--- config.mk ---
export PLATFORM = sky130hd
export DESIGN_NAME = encoder_16x4_serial
export DESIGN_NICKNAME = d
export VERILOG_FILES = /design/src/rtl/encoder_16x4_serial.sv
export SDC_FILE = /design/constraint.sdc
export NUM_CORES = 1
export LEC_CHECK = 0
export CAP_MARGIN = 20
export CORE_MARGIN = 5
export CORE_UTILIZATION = 55
export CTS_BUF_LIST = sky130_fd_sc_hd__clkbuf_8
export CTS_CLUSTER_DIAMETER = 30
export DETAILED_ROUTE_END_ITERATION = 8
export PLACE_DENSITY = 0.83
export SLEW_MARGIN = 20
export SYNTH_ARGS = -nofsm -noshare
export SYNTH_HDL_FRONTEND = slang
export SYNTH_SLANG_ARGS = --single-unit
--- constraint.sdc ---
create_clock -name clk -period 3.6 [get_ports clk]
set_input_delay 0.54 -clock clk [delete_from_list [all_inputs] [get_ports clk]]
set_output_delay 0.54 -clock clk [all_outputs]
set_load 0.02 [all_outputs]
--- src/rtl/encoder_16x4_serial.sv ---
// Serialising 16-to-4 encoder: captures a multi-hot vector and emits the index of each set bit, lowest first.
// Latency: vector accepted at edge k gives its first out beat valid from edge k+1; one beat per cycle after that.
// Backpressure: out/out_valid/out_last hold while out_ready is low; in_ready is high only in IDLE.
// Optional macro ENC_COUNT_EN adds the registered 'remaining' beat-count output.
module encoder_16x4_serial #(
   parameter int N_IN  = 16,
   parameter int OUT_W = 4
) (
   input  logic             clk,
   input  logic             rst_n,
   input  logic [N_IN-1:0]  in,
   input  logic             in_valid,
   output logic             in_ready,
   output logic [OUT_W-1:0] out,
   output logic             out_valid,
   input  logic             out_ready,
   output logic             out_last,
   output logic             zero
`ifdef ENC_COUNT_EN
   ,
   output logic [OUT_W:0]   remaining
`endif
);

   typedef enum logic {IDLE = 1'b0, EMIT = 1'b1} state_t;

   localparam logic [N_IN-1:0] ONE_VEC = {{(N_IN-1){1'b0}}, 1'b1};

   state_t           state_q, state_d;
   logic [N_IN-1:0]  pend_q, pend_d;
   logic [N_IN-1:0]  pend_clr;
   logic [OUT_W-1:0] out_q, out_d;
   logic             out_valid_q, out_valid_d;
   logic             out_last_q, out_last_d;
   logic             zero_q, zero_d;
`ifdef ENC_COUNT_EN
   logic [OUT_W:0]   rem_q, rem_d;
`endif

   // Lowest set bit wins: scan from MSB down so later (lower) hits overwrite.
   function automatic logic [OUT_W-1:0] lowest_idx(input logic [N_IN-1:0] v);
      logic [OUT_W-1:0] idx;
      idx = '0;
      for (int i = N_IN - 1; i >= 0; i--) begin
         if (v[i]) idx = OUT_W'(i);
      end
      return idx;
   endfunction

   // True when exactly one bit of v is set.
   function automatic logic single_bit(input logic [N_IN-1:0] v);
      return (v != '0) && ((v & (v - ONE_VEC)) == '0);
   endfunction

`ifdef ENC_COUNT_EN
   function automatic logic [OUT_W:0] popcount(input logic [N_IN-1:0] v);
      logic [OUT_W:0] cnt;
      cnt = '0;
      for (int i = 0; i < N_IN; i++) begin
         cnt = cnt + (OUT_W+1)'(v[i]);
      end
      return cnt;
   endfunction
`endif

   // Next-state and output-register logic for the IDLE/EMIT controller.
   always_comb begin
      state_d     = state_q;
      pend_d      = pend_q;
      out_d       = out_q;
      out_valid_d = out_valid_q;
      out_last_d  = out_last_q;
      zero_d      = 1'b0;
`ifdef ENC_COUNT_EN
      rem_d       = rem_q;
`endif
      // Pending set with the bit currently on 'out' removed.
      pend_clr         = pend_q;
      pend_clr[out_q]  = 1'b0;

      case (state_q)
         IDLE: begin
            if (in_valid) begin
               if (in == '0) begin
                  // Nothing to emit; just flag it for one cycle.
                  zero_d = 1'b1;
               end else begin
                  pend_d      = in;
                  out_d       = lowest_idx(in);
                  out_valid_d = 1'b1;
                  out_last_d  = single_bit(in);
                  state_d     = EMIT;
`ifdef ENC_COUNT_EN
                  rem_d       = popcount(in);
`endif
               end
            end
         end
         EMIT: begin
            if (out_valid_q && out_ready) begin
               pend_d = pend_clr;
               if (out_last_q) begin
                  out_valid_d = 1'b0;
                  out_d       = '0;
                  out_last_d  = 1'b0;
                  state_d     = IDLE;
`ifdef ENC_COUNT_EN
                  rem_d       = '0;
`endif
               end else begin
                  out_d      = lowest_idx(pend_clr);
                  out_last_d = single_bit(pend_clr);
`ifdef ENC_COUNT_EN
                  rem_d      = rem_q - (OUT_W+1)'(1);
`endif
               end
            end
         end
         default: begin
            state_d     = IDLE;
            out_valid_d = 1'b0;
         end
      endcase
   end

   // State and output registers; reset aborts any vector in flight.
   always_ff @(posedge clk or negedge rst_n) begin
      if (!rst_n) begin
         state_q     <= IDLE;
         pend_q      <= '0;
         out_q       <= '0;
         out_valid_q <= 1'b0;
         out_last_q  <= 1'b0;
         zero_q      <= 1'b0;
`ifdef ENC_COUNT_EN
         rem_q       <= '0;
`endif
      end else begin
         state_q     <= state_d;
         pend_q      <= pend_d;
         out_q       <= out_d;
         out_valid_q <= out_valid_d;
         out_last_q  <= out_last_d;
         zero_q      <= zero_d;
`ifdef ENC_COUNT_EN
         rem_q       <= rem_d;
`endif
      end
   end

   assign in_ready  = (state_q == IDLE);
   assign out       = out_q;
   assign out_valid = out_valid_q;
   assign out_last  = out_last_q;
   assign zero      = zero_q;
`ifdef ENC_COUNT_EN
   assign remaining = rem_q;
`endif

endmodule

==> flow_summary.toml, run 1 <==
[setup_path]
crit_arrival_ns = 3.20
crit_path_max_incr_delay_ns = 0.64
path_delay_family = "simple AND/OR/NAND/NOR gates"
critPathBufInv = 0
crit_path_end_kind = "flop"
path_class = "reg2reg"
critical_path.startpoint = "out[0]$_DFFE_PN0P_"
path_cells = "mux2_2 -> o32a_1 -> nor4_2 -> a31oi_1 -> or4b_1 -> o31ai_2"
cp_slowest_cell = "dfrtp_1"
r2r_cells = 6
worstPathRequired_ns = 3.79
path_depth = 6
cp-start-kind = "flop"
r2r_start = "out[0]$_DFFE_PN0P_"
cp_max_fo = 13

[global_route]
gr-total-overflow = 0
grt_max_degree = 27
grt_pass1_vias = 1864
grt_pass1_wl_um = 9110
grt_usage = 0.225
antenna_found_initial = 0

[cells_and_area]
utilization = 0.655
antennaDiodeCount = 0
area_delta_synth_final_pct = 16.2
mostFrequentLayoutCells = "40 x nor2_1, 38 x a21oi_1, 26 x clkdlybuf4s50_1"
drive_gt1_frac = 0.0651
instances_no_fill = 340
layout_commonest_cell = "nor2_1"
fin_area_um2 = 2380
fin_nets = 313

[synthesis]
yosys.area_share.simple = 0.235
async_reset_ff_frac = 1.00
syn_nets = 289
ys_ff_latch = 24
synth_mux_area_frac = 0.0483
synth.distinct_cells = 51
syn_area_um2 = 2050
synth.yosys.seq_area_share = 0.293
yosys.area_share.xor_xnor = 0
synth_compound_area_frac = 0.356
synthCells = 269
yosys_warnings = 0
synth_edf_count = 0
synthAdderAreaFrac = 0.0147
synth_top_family_by_area = "compound AO/OA/AOI/OAI gates"
syn_area_per_cell_um2 = 7.61
ys.flop_type = "dfrtp_1"

[hold_path]
hold_class = "in2async"

[sta]
period_needed_ns = 3.01
hold_viol_final = 0
fin_setup_tns_ns = 0
fmax_mhz = 332
rsz0062_at_grt = "false"
tightest_slew_ns = 0.621
drv_slew = 0
fin_ws_ns = 0.589
relSlewSlack = 0.583
setup_viol = 0
hold_ws_ns = 0.245
skew_ns = 0.00482
post-route-period-util = 0.836

[die]
dieHeight_um = 71.0
pin_count = 28
rows = 22
die_area_um2 = 5040
initial_utilization = 0.563
core_um2 = 3630
die_w_um = 71.0

[cts]
clockBufferDepth = 2
clock_sinks = 24
path_clk_slew_ns = 0.09
cts_hold_buffers = 0
cts_root_buf = "clkbuf_8"
cts_resized = 0
tritoncts = "built"
htreeDepth = 1
clk_latency_ns = 0.27
cts_setup_buffers = 0
cts-buffers-inserted = 3

[power_and_ir_drop]
ir_worst_vdd_uv = 294
power_mw = 1.66
leakage_nw = 0.902
power_density_nw_per_um2 = 698

[placed_design]
place_area_um2 = 2330
post-place-ws_ns = 0.441
finalWeightedCongestion = 1.00
port_buffers = 27
post-dp-hpwl_um = 4370
placedCellCount = 336

[outcome]
status = "finished clean"

[routing]
dr.first_iter.drc_count = 210
ant_nets = 0
drt_pre_antenna_iters = 5
wl_per_cell_um = 16.8
via_per_inst = 6.25
via_count = 2124
drt_wl_total_um = 5730
route.detailed.drc = 0

[run]
cap_violations = 0
[cells in the mapped netlist, types with 4 or more instances]
cell type	number	area share
nor2_1	40	0.073
o21a_1	4	0.015
nand2_1	23	0.042
o21ai_1	4	0.0098
o21bai_1	4	0.015
a22oi_1	4	0.015
o32a_1	4	0.020
a21oi_1	38	0.093
inv_1	11	0.020
dfrtp_1	24	0.29
a22o_1	4	0.017
a31oi_1	6	0.018
nor3_1	7	0.017
o21ai_0	16	0.039
clkbuf_1	6	0.011
nand2b_1	7	0.021
mux2i_1	5	0.024
[layout make-up]
type / count / area [um^2]
Clock buffer: 4 / 55.1
Timing Repair Buffer: 29 / 280
Sequential cell: 24 / 601
Inverter: 12 / 45.0
Tap cell: 48 / 60.1
Multi-Input combinational cell: 223 / 1340
Fill cell: 329 / 1250
[final timing paths]
check / end / slack [ns]
worst max-delay path: out_last$_DFFE_PN0P_ / 0.59
worst min register to register: pend_q[10]$_DFFE_PN0P_ / 0.57
min in group clk: pend_q[10]$_DFFE_PN0P_ / 0.57
worst min-delay path: out_valid$_DFFE_PN0P_ / 0.24
worst max register to register: out_last$_DFFE_PN0P_ / 0.59
max in group asynchronous: out[1]$_DFFE_PN0P_ / 2.97
[report_power, final]
| group | internal [mW] | switching (mW) | leakage (nW) |
|---|---|---|---|
| sequential | 0.374 | 0.172 | 0.275 |
| clock | 0.0978 | 0.0904 | 0.0288 |
| combinational | 0.407 | 0.519 | 0.598 |
[state kept, by name (all words and copies together), names as in the netlist]
signal,flops
out_last,1
state_q,1
out_valid,1
out,4
pend_q,16
zero,1
[per-layer routing]
metal  part of all wire  wire (um)  GRT usage
met5                  0          0          0
met3              0.060        341     0.0341
met2               0.47       2710      0.360
met4              0.025        142     0.0752
met1               0.44       2530      0.308
[cells by family (layout without fill, tap and decap cells)]
| kind of cell | after synthesis | after routing |
|---|---|---|
| AOI/OAI and AO/OA | 110 | 110 |
| muxes | 9 | 9 |
| and+or+nand+nor | 101 | 101 |
| buffers and inverters | 22 | 45 |
| DFF | 24 | 24 |
| adders and majority gates | 3 | 3 |
(Power assumes the default switching activity.)
==> run 2: changes to the inputs <==
Clock period 3.6 ns to 2.9 ns, I/O delays scaled along.
==> flow_summary.toml, run 2 (synthesized netlist as in run 1, its figures left out) <==
[outcome]
status = "finished clean"

[global_route]
grt_pass1_wl_um = 10100
grt_usage = 0.254
grt_pass1_vias = 2147
gr-total-overflow = 0
antenna_found_initial = 0
grt_max_degree = 25

[cts]
clk_latency_ns = 0.27
cts_hold_buffers = 0
cts_setup_buffers = 0
cts-buffers-inserted = 3
clock_sinks = 24
clockBufferDepth = 2
path_clk_slew_ns = 0.09
cts_root_buf = "clkbuf_8"
htreeDepth = 1
tritoncts = "built"
cts_resized = 0

[die]
initial_utilization = 0.563
rows = 22
dieHeight_um = 71.0
die_area_um2 = 5040
die_w_um = 71.0
pin_count = 28
core_um2 = 3630

[sta]
setup_viol = 0
period_needed_ns = 2.80
drv_slew = 0
relSlewSlack = 0.661
fin_setup_tns_ns = 0
rsz0062_at_grt = "false"
post-route-period-util = 0.966
fmax_mhz = 357
tightest_slew_ns = 0.503
hold_viol_final = 0
skew_ns = 0.00177
hold_ws_ns = 0.515

[placed_design]
post-dp-hpwl_um = 5050
port_buffers = 27
finalWeightedCongestion = 0.971

[cells_and_area]
area_delta_synth_final_pct = 26.7
layout_commonest_cell = "nor2_1"
fin_nets = 341
mostFrequentLayoutCells = "40 x nor2_1, 38 x a21oi_1, 30 x buf_4"
multiInputGateArea_um2 = 1340
seqCellArea_um2 = 601
antennaDiodeCount = 0
drive_gt1_frac = 0.144
n_fill_cell = 331
largest_register_ffs = 16
regMostFlops = "pend_q"

[run]
cap_violations = 0

[power_and_ir_drop]
ir_worst_vdd_uv = 459
power_density_nw_per_um2 = 858
leakage_nw = 1.04

[setup_path]
crit_path_max_incr_delay_ns = 0.52
worstPathRequired_ns = 3.08
critPathBufInv = 0
path_cells = "mux2_2 -> o32a_1 -> or2_2 -> o221a_1 -> a211oi_1 -> or4b_1 -> o31ai_2"
cp_slowest_cell = "dfrtp_1"
crit_arrival_ns = 2.99
path_delay_family = "compound AO/OA/AOI/OAI gates"
cp-start-kind = "flop"
path_class = "reg2reg"
crit_path_end_kind = "flop"
cp_max_fo = 7

[routing]
drt_pre_antenna_iters = 5
ant_nets = 0
dr.first_iter.drc_count = 213
via_per_inst = 6.23
route.detailed.drc = 0
via_count = 2291
wl_per_cell_um = 17.7
drt_wl_total_um = 6510

[hold_path]
hold_class = "in2async"
-- run 2: changes by cell type in the layout (fill, tap and decap cells not counted) --
cell             before  now
clkdlybuf4s50_1      26   27
buf_2                 1    0
buf_4                 2   30
-- run 2: worst reg2reg max path: stages (launching register included) --
cell,delay (ns)
dfrtp_1,0.52
mux2_2,0.37
o32a_1,0.37
or2_2,0.34
o221a_1,0.12
a211oi_1,0.28
or4b_1,0.49
o31ai_2,0.23
-- run 2: path summary, 6_finish.rpt --
kind                                        start                endpoint  slack, ns  cells after the start
max                            out[0]$_DFFE_PN0P_    out_last$_DFFE_PN0P_        0.1                      7
max in group asynchronous                   rst_n   pend_q[4]$_DFFE_PN0P_       2.14                      2
min reg2reg                pend_q[10]$_DFFE_PN0P_  pend_q[10]$_DFFE_PN0P_       0.58                      2
min                                         rst_n   out_valid$_DFFE_PN0P_       0.52                      2
min in group clk           pend_q[10]$_DFFE_PN0P_  pend_q[10]$_DFFE_PN0P_       0.58                      2
max reg2reg                    out[0]$_DFFE_PN0P_    out_last$_DFFE_PN0P_        0.1                      7
-- run 2: power by group --
part	switching, mW	internal, mW	leakage, nW
logic	0.728	0.608	0.734
registers	0.192	0.465	0.275
clock network	0.113	0.121	0.0288
-- run 2: metal layers --
metal	GRT usage	wire, um
met3	0.0270	340
met2	0.427	3180
met5	0	0
met4	0.115	179
met1	0.327	2810
-- run 2: metrics by stage --
| step | instances | setup slack, ns | total power, mW | area, um^2 | utilization |
|---|---|---|---|---|---|
| 6_report | 368 | 0.0980 | 2.23 | 2590 | 0.714 |
| 5_1_grt | 368 | 0.0487 | 2.39 | 2590 | 0.714 |
| 4_1_cts | 368 | 0.136 | 2.20 | 2590 | 0.714 |
| 3_5_place_dp | 364 | 0.0488 | 1.96 | 2540 | 0.699 |
| 3_3_place_gp | 364 | 0.109 | 1.94 | 2540 | 0.699 |
| 2_1_floorplan | 269 | 0.241 | 1.52 | 2050 | - |
-- run 2: final cells by class --
class / instances / area share
clock buffer: 4 / 0.0212
inverter: 12 / 0.0174
multi-input combinational: 223 / 0.516
sequential: 24 / 0.232
tap: 48 / 0.0232
timing repair buffer: 57 / 0.191
==> run 3: changes to the inputs <==
Settings changed: GPL_TIMING_DRIVEN set to 0.
==> flow_summary.toml, run 3 (synthesized netlist as in run 1, its figures left out) <==
[routing]
drt_wl_total_um = 6260
wl_per_cell_um = 18.0
via_per_inst = 6.48
drt_pre_antenna_iters = 5
dr.first_iter.drc_count = 267
ant_nets = 0
via_count = 2256
route.detailed.drc = 0

[cts]
cts_hold_buffers = 0
htreeDepth = 1
cts_setup_buffers = 0
cts_root_buf = "clkbuf_8"
tritoncts = "built"
clk_latency_ns = 0.27
path_clk_slew_ns = 0.09
cts-buffers-inserted = 3
clockBufferDepth = 2
clock_sinks = 24

[cells_and_area]
fin_nets = 321
regMostFlops = "pend_q"
fin_area_um2 = 2470
antennaDiodeCount = 0
largest_register_ffs = 16
layout_commonest_cell = "nor2_1"
drive_gt1_frac = 0.100
area_delta_synth_final_pct = 20.9
instances_no_fill = 348
mostFrequentLayoutCells = "39 x nor2_1, 37 x a21oi_1, 26 x clkdlybuf4s50_1"

[setup_path]
setup.worst_path.end = "out_last$_DFFE_PN0P_"
r2r_start = "out[2]$_DFFE_PN0P_"
worstPathRequired_ns = 3.09
r2r_slack_ns = 0.09
path_class = "reg2reg"
crit_path_end_kind = "flop"
cp-start-kind = "flop"
critical_path.startpoint = "out[2]$_DFFE_PN0P_"
cp_max_fo = 9
rr_endpoint = "out_last$_DFFE_PN0P_"
crit_arrival_ns = 3.00
r2r_cells = 9

[sta]
setup_viol = 0
skew_ns = 0.00352
post-route-period-util = 0.970
period_needed_ns = 2.81
fmax_mhz = 356
tightest_slew_ns = 0.599
fin_ws_ns = 0.0875
relSlewSlack = 0.600
drv_slew = 0
hold_viol_final = 0
fin_setup_tns_ns = 0

[die]
pin_count = 28
initial_utilization = 0.563
dieHeight_um = 71.0
rows = 22
core_um2 = 3630
die_w_um = 71.0
die_area_um2 = 5040

[placed_design]
post-place-ws_ns = -0.431
post-dp-hpwl_um = 4650
place_area_um2 = 2370
finalWeightedCongestion = 0.943
placedCellCount = 344
port_buffers = 27

[run]
cap_violations = 0

[power_and_ir_drop]
ir_worst_vdd_uv = 449
power_density_nw_per_um2 = 910
leakage_nw = 0.942

[global_route]
gr-total-overflow = 0
grt_pass1_wl_um = 10100
grt_usage = 0.249
grt_max_degree = 25
antenna_found_initial = 0
grt_pass1_vias = 2120

[outcome]
status = "finished clean"

[hold_path]
hold_class = "in2async"
-- run 3: cell count changes in the layout (fill, tap and decap cells not counted), sizes merged --
cell / change
bufinv: +1
clkdlybuf4s50: -1
clkbuf: +3
buf: -23
-- run 3: critical path, cell delays in order (launching register included) --
cell and delay [ns]:
dfrtp_1 0.41, buf_6 0.14, or2_1 0.21, buf_6 0.14
o32a_4 0.39, or2_4 0.25, o221a_1 0.21, a211oi_2 0.24
or4b_1 0.48, o31ai_2 0.23
-- run 3: how the worst min path moves through the flow --
stage | start | to | slack, ns
3_5_place_dp | rst_n | out_valid$_DFFE_PN0P_ | 0.46
5_1_grt | rst_n | out_valid$_DFFE_PN0P_ | 0.18
3_3_place_gp | pend_q[10]$_DFFE_PN0P_ | pend_q[10]$_DFFE_PN0P_ | 0.54
2_1_floorplan | rst_n | out[0]$_DFFE_PN0P_ | 0.14
4_1_cts | rst_n | out_valid$_DFFE_PN0P_ | 0.16
6_report | rst_n | out_valid$_DFFE_PN0P_ | 0.14
-- run 3: per-stage QoR --
stage,hold slack [ns],total power [mW],utilization
floorplan,0.139,1.52,-
global route,0.183,2.42,0.681
finish,0.135,2.25,0.681
detailed placement,0.457,1.88,0.653
global placement,0.539,1.86,0.654
CTS,0.156,2.19,0.674
-- run 3: layout make-up --
class                      count  area, um^2
sequential                    24         602
multi-input combinational    223        1360
inverter                      12        45.0
timing repair buffer          27         265
fill                         328        1160
buffer                        10        67.6
clock buffer                   3        41.3
tap                           48        60.1
clock inverter                 1        30.0
-- run 3: power breakdown --
part           switching, mW  internal (mW)  total (mW)  leakage (nW)
clock                  0.120          0.185       0.304        0.0357
combinational          0.752          0.568        1.32         0.632
sequential             0.161          0.466       0.627         0.274
-- run 3: repair_timing --
action / CTS / global route
resized for setup: 3 / 11
endpoints found under the setup margin: 15 / 16
pin swaps: 0 / 0
endpoints found under the hold margin: 0 / 0
-- run 3: layer usage --
metal,track usage,vias up,part of all wire,routed length (um)
li1,-,1079,-,-
met1,0.325,1070,0.43,2720
met3,0.0341,17,0.056,352
met4,0.100,0,0.028,175
met5,0,-,0,0
met2,0.414,90,0.48,3020
